File: src/rtl/hs_pkg.sv
// Shared types and helpers for the handshake divide-by-N counter.
package hs_pkg;
  localparam int HS_MAX_STAGES = 16;

  typedef enum logic [2:0] {
    IDLE    = 3'd0,
    ACK     = 3'd1,
    FWD     = 3'd2,
    FWD_ACK = 3'd3,
    RTZ     = 3'd4
  } hs_state_e;

  typedef logic [HS_MAX_STAGES:0] hs_term_t;

  // A limit of 0 stands for the full 2^stages ratio.
  function automatic hs_term_t hs_term(input logic [HS_MAX_STAGES-1:0] lim, input int stages);
    if (lim == '0) return hs_term_t'(1) << stages;
    return hs_term_t'(lim);
  endfunction
endpackage

File: src/rtl/hs_sync.sv
// Reset-to-0 flop synchroniser of configurable depth; depth 0 is a wire.
module hs_sync #(
  parameter int DEPTH = 2
) (
  input  logic clk,
  input  logic rst_n,
  input  logic d_i,
  output logic q_o
);
  generate
    if (DEPTH == 0) begin : g_pass
      assign q_o = d_i;
    end else begin : g_ff
      logic [DEPTH:0] chain;
      assign chain[0] = d_i;
      always_ff @(posedge clk or negedge rst_n) begin
        if (!rst_n) chain[DEPTH:1] <= '0;
        else        chain[DEPTH:1] <= chain[DEPTH-1:0];
      end
      assign q_o = chain[DEPTH];
    end
  endgenerate
endmodule

File: src/rtl/hs_divider_counter.sv
// 4-phase handshake divide-by-term stage: forwards one output token per term input tokens.
module hs_divider_counter
  import hs_pkg::*;
#(
  parameter int STAGES      = 4,
  parameter int SYNC_STAGES = 2
) (
  input  logic              clk,
  input  logic              rst_n,
  input  logic              ri,
  output logic              ai,
  output logic              ro,
  input  logic              ao,
  input  logic [STAGES-1:0] limit,
  input  logic              clear,
  output logic [STAGES-1:0] count,
  output logic              busy
);
  logic s_ri, s_ao;
  hs_state_e state_q, state_d;
  logic [STAGES-1:0] count_q, count_d;
  logic pend_q, pend_d;
  logic ai_q, ro_q, busy_q;
  hs_term_t term, term_m1;
  logic wrap;

  hs_sync #(.DEPTH(SYNC_STAGES)) u_sync_ri (.clk(clk), .rst_n(rst_n), .d_i(ri), .q_o(s_ri));
  hs_sync #(.DEPTH(SYNC_STAGES)) u_sync_ao (.clk(clk), .rst_n(rst_n), .d_i(ao), .q_o(s_ao));

  // >= rather than == so a limit lowered below count wraps on the next token.
  assign term    = hs_term(HS_MAX_STAGES'(limit), STAGES);
  assign term_m1 = term - hs_term_t'(1);
  assign wrap    = hs_term_t'(count_q) >= term_m1;

  always_comb begin
    state_d = state_q;
    count_d = count_q;
    pend_d  = pend_q | clear;
    case (state_q)
      IDLE: begin
        if (s_ri) begin
          if (wrap) state_d = FWD;
          else begin
            count_d = count_q + 1'b1;
            state_d = ACK;
          end
        end else if (clear || pend_q) begin
          count_d = '0;
          pend_d  = 1'b0;
        end
      end
      ACK:     if (!s_ri) state_d = IDLE;
      FWD: begin
        if (s_ao) begin
          count_d = '0;
          state_d = FWD_ACK;
        end
      end
      FWD_ACK: if (!s_ri) state_d = RTZ;
      RTZ:     if (!s_ao) state_d = IDLE;
      default: state_d = IDLE;
    endcase
  end

  // Outputs are flopped from the next state so every pin is a register output.
  always_ff @(posedge clk or negedge rst_n) begin
    if (!rst_n) begin
      state_q <= IDLE;
      count_q <= '0;
      pend_q  <= 1'b0;
      ai_q    <= 1'b0;
      ro_q    <= 1'b0;
      busy_q  <= 1'b0;
    end else begin
      state_q <= state_d;
      count_q <= count_d;
      pend_q  <= pend_d;
      ai_q    <= (state_d == ACK) || (state_d == FWD_ACK);
      ro_q    <= (state_d == FWD) || (state_d == FWD_ACK);
      busy_q  <= (state_d != IDLE);
    end
  end

  assign ai    = ai_q;
  assign ro    = ro_q;
  assign busy  = busy_q;
  assign count = count_q;
endmodule

File: config.mk
export PLATFORM = sky130hd
export DESIGN_NAME = hs_divider_counter
export DESIGN_NICKNAME = d
export VERILOG_FILES = /design/src/rtl/hs_pkg.sv /design/src/rtl/hs_sync.sv /design/src/rtl/hs_divider_counter.sv
export SDC_FILE = /design/constraint.sdc
export NUM_CORES = 1
export LEC_CHECK = 0
export CAP_MARGIN = 20
export CORE_UTILIZATION = 54
export CTS_CLUSTER_SIZE = 14
export DETAILED_ROUTE_END_ITERATION = 16
export MAX_ROUTING_LAYER = met4
export PLACE_DENSITY = 0.89
export REMOVE_ABC_BUFFERS = 1
export SLEW_MARGIN = 20
export SYNTH_ARGS = -nofsm -noshare
export SYNTH_HDL_FRONTEND = slang
export SYNTH_SLANG_ARGS = --single-unit
File: constraint.sdc
create_clock -name clk -period 2.55 [get_ports clk]
set_input_delay 0.255 -clock clk [delete_from_list [all_inputs] [get_ports clk]]
set_output_delay 0.255 -clock clk [all_outputs]
set_load 0.1 [all_outputs]
==> run summary <==
Cts hold-fix bufs - 0
Syn Area/Cell - 10.14 µm²
Worst Setup Start Kind - primary input
PortBufs - 15
CP bufs+invs - 2
Top sig layer - met4
Slowest-stage cell, CP - clkdlybuf4s50_1
Via Count - 688
Max-cap violations - 0
Reg clk slew, reported paths - 0.08 ns
CTS tree - built
Synth area leaders - dfrtp_1 (44%), ha_1 (12%), a31oi_1 (4.4%), a21oi_1 (3.5%), a2111oi_4 (3.2%)
Clock sinks - 15
Worst EP required - 2.76 ns
RSZ-0062 raised after global routing - no
R2r worst-path depth - 7
Hold Violations, Final - 0
NumNets Final - 121
Top delay family on crit path - buffers and inverters
Critical path fanouts, max - 6
Vias in the first global route - 587
Yosys Warn Count - 0
Fmax achieved - 0.4384 GHz
Post-route antenna net violation count - 0
Worst-path cell chain - clkdlybuf4s50_1 -> inv_1 -> ha_1 -> nand2_1 -> nand2_1 -> ha_1 -> nand2b_4 -> a2111oi_4 -> nand4b_4 -> o21a_4 -> mux2i_1
Number of buffers added for setup after CTS - 0
Setup-failing EPs final - 0
Crit Reg-Reg Startpoint - count[0]
Hold Path Cell Cnt - 0
Most frequent cell after synthesis - dfrtp_1
Arr. time, crit path - 2.49 ns
Clock Latency Late Sink - 0.28 ns
Peak VDD IR - 0.0007634 V
GRT Util Overall - 19.92%
TritonCTS buffer count - 3
Ys flop type - dfrtp_1
Largest net degree at the start of global routing - 16
Largest area contributor in the netlist - dfrtp_1
Slowest stage delay, CP - 0.50 ns
Post-synth EDFFs - 0
HPWL Detailed - 1185 µm
Antenna violations before repair - 0
Setup WS pre-CTS - -0.01433 ns
CP Capture Type - flip-flop
Initial Util - 57.23%
Crit path kind - primary input to flip-flop
Mapped Area - 862.1 µm²
IO Count - 16
Starting DRT DRC Count - 21
Post-synth top area share - 43.54%
Core box area - 1506 µm²
Die H - 41.96 µm
Sequential cell area fraction in the yosys report - 43.54%
Flop-to-flop setup slack - 0.66 ns
Drt total wl - 1533 µm
Die extent in x - 41.96 µm
Final Wtd Congestion - 0.7594
Cell Area, Placed - 1012 µm²
Drt drc - 0
CP Depth - 11
Slew HR - 56.34%
Pwr/cell area - 1315 nW/µm²
Final worst setup slack - 0.2688 ns
Congestion Overflow GR - 0
HP Class - flip-flop to flip-flop
Status - finished, final reports clean
Async SR Flop Fraction - 100.0%
Fillcell total - 124
DRT Pass-1 Iters - 4
First-pass GRT wire length - 2504 µm
WL/cell - 12.88 µm
Netlist cell types - 26
Syn Inst Count - 85
Crit path to - count[1]
Met3 wire length - 100 µm
Root buffer cell - clkbuf_4
# diodes - 0
P&R area growth vs syn - 20.46%
Share of post-route cells with drive strength above 1 - 15.53%
Reg2reg end - count[1]
Row cnt - 14
Commonest cells in the netlist - dfrtp_1 (15), ha_1 (8), inv_1 (7), nor2_1 (7)
Slew @ Worst Pin - 0.6528 ns
Fin crit period - 2.281 ns
Fin crit share - 89.46%
Met1 WL - 711 µm
Met2 Routed Length - 699 µm
CTS max path bufs - 2
Crit path from - limit[1]
Layout Skew - 0.0006984 ns
Fin area - 1039 µm²
Power Total - 1.365 mW
Final Max Slew Viols - 0
CTS resizes - 0
DR vias/cell - 5.782
Die area - 1760 µm²
H-tree depth - 1
LEAKAGE - 0.4929 nW
Flop and latch count out of synthesis - 15
-- power by group --
group | internal [mW] | total (mW) | switching (mW)
combinational | 0.252 | 0.850 | 0.598
sequential | 0.318 | 0.387 | 0.0690
clock | 0.0607 | 0.129 | 0.0684
total | 0.630 | 1.37 | 0.735
-- layer usage --
layer  up-vias  track usage (%)
li1        341                -
met1       321            25.71
met3         4            6.522
met2        22            29.06
met4         0            7.742
met5         -                -
-- cells in the final DEF (no fill, tap or decap), drive strengths merged --
cell / n
or3: 1
and3: 3
nand4b: 1
dfrtp: 15
buf: 8
ha: 8
nand3: 4
nand3b: 1
nand2: 5
xnor2: 1
mux2i: 1
and2: 1
clkdlybuf4s50: 8
clkbuf: 4
a2111oi: 1
o21a: 1
nor3: 2
a21boi: 1
nand2b: 4
a31oi: 6
o21ai: 5
o41ai: 1
inv: 7
nor2: 7
a21oi: 6
nor2b: 1
-- logic make-up (layout without fill, tap and decap cells) --
group,after synthesis,after routing,synth area share (%)
and+or+nand+nor,30,30,20.47
AOI/OAI and AO/OA,21,21,18.00
DFF,15,15,43.54
buffers and inverters,9,27,4.210
adders and majority gates,8,8,11.61
xor gates and xnor gates,1,1,1.016
muxes,1,1,1.161
-- through the flow --
stage | TNS, ns | util [%] | cells | hold WS (ns)
final | 0 | 68.94 | 119 | 0.3581
after global placement | 0 | 67.19 | 115 | 0.3334
after CTS | 0 | 68.94 | 119 | 0.3642
after floorplan | 0 | - | 83 | -0.04059
after detailed placement | -0.01433 | 67.19 | 115 | 0.3450
after global routing | 0 | 68.94 | 119 | 0.3753
-- worst min-delay path by stage --
| stage | start | endpoint |
|---|---|---|
| after detailed placement | u_sync_ao.g_ff.chain[1] | u_sync_ao.q_o |
| after global placement | u_sync_ri.g_ff.chain[1] | u_sync_ri.q_o |
| after global routing | u_sync_ao.g_ff.chain[1] | u_sync_ao.q_o |
| after floorplan | rst_n | ai |
| after CTS | u_sync_ao.g_ff.chain[1] | u_sync_ao.q_o |
| final | u_sync_ri.g_ff.chain[1] | u_sync_ri.q_o |
-- sequential cells by signal, indices dropped and copies added (netlist names) --
signal and count:
ai 1, busy 1, count 4, u_sync_ri.q_o 1
ro 1, pend_q 1, u_sync_ao.q_o 1, u_sync_ao.g_ff.chain 1
state_q 3, u_sync_ri.g_ff.chain 1
-- cell type report --
cell class	count	area, µm²	share of cell area, %
Sequential cell	15	375.4	36.14
Tap cell	16	20.02	1.928
Multi-Input combinational cell	61	450.4	43.37
Inverter	7	26.28	2.530
Timing Repair Buffer	16	140.1	13.49
Clock buffer	4	26.28	2.530
Power figures use the tool's default switching activity.
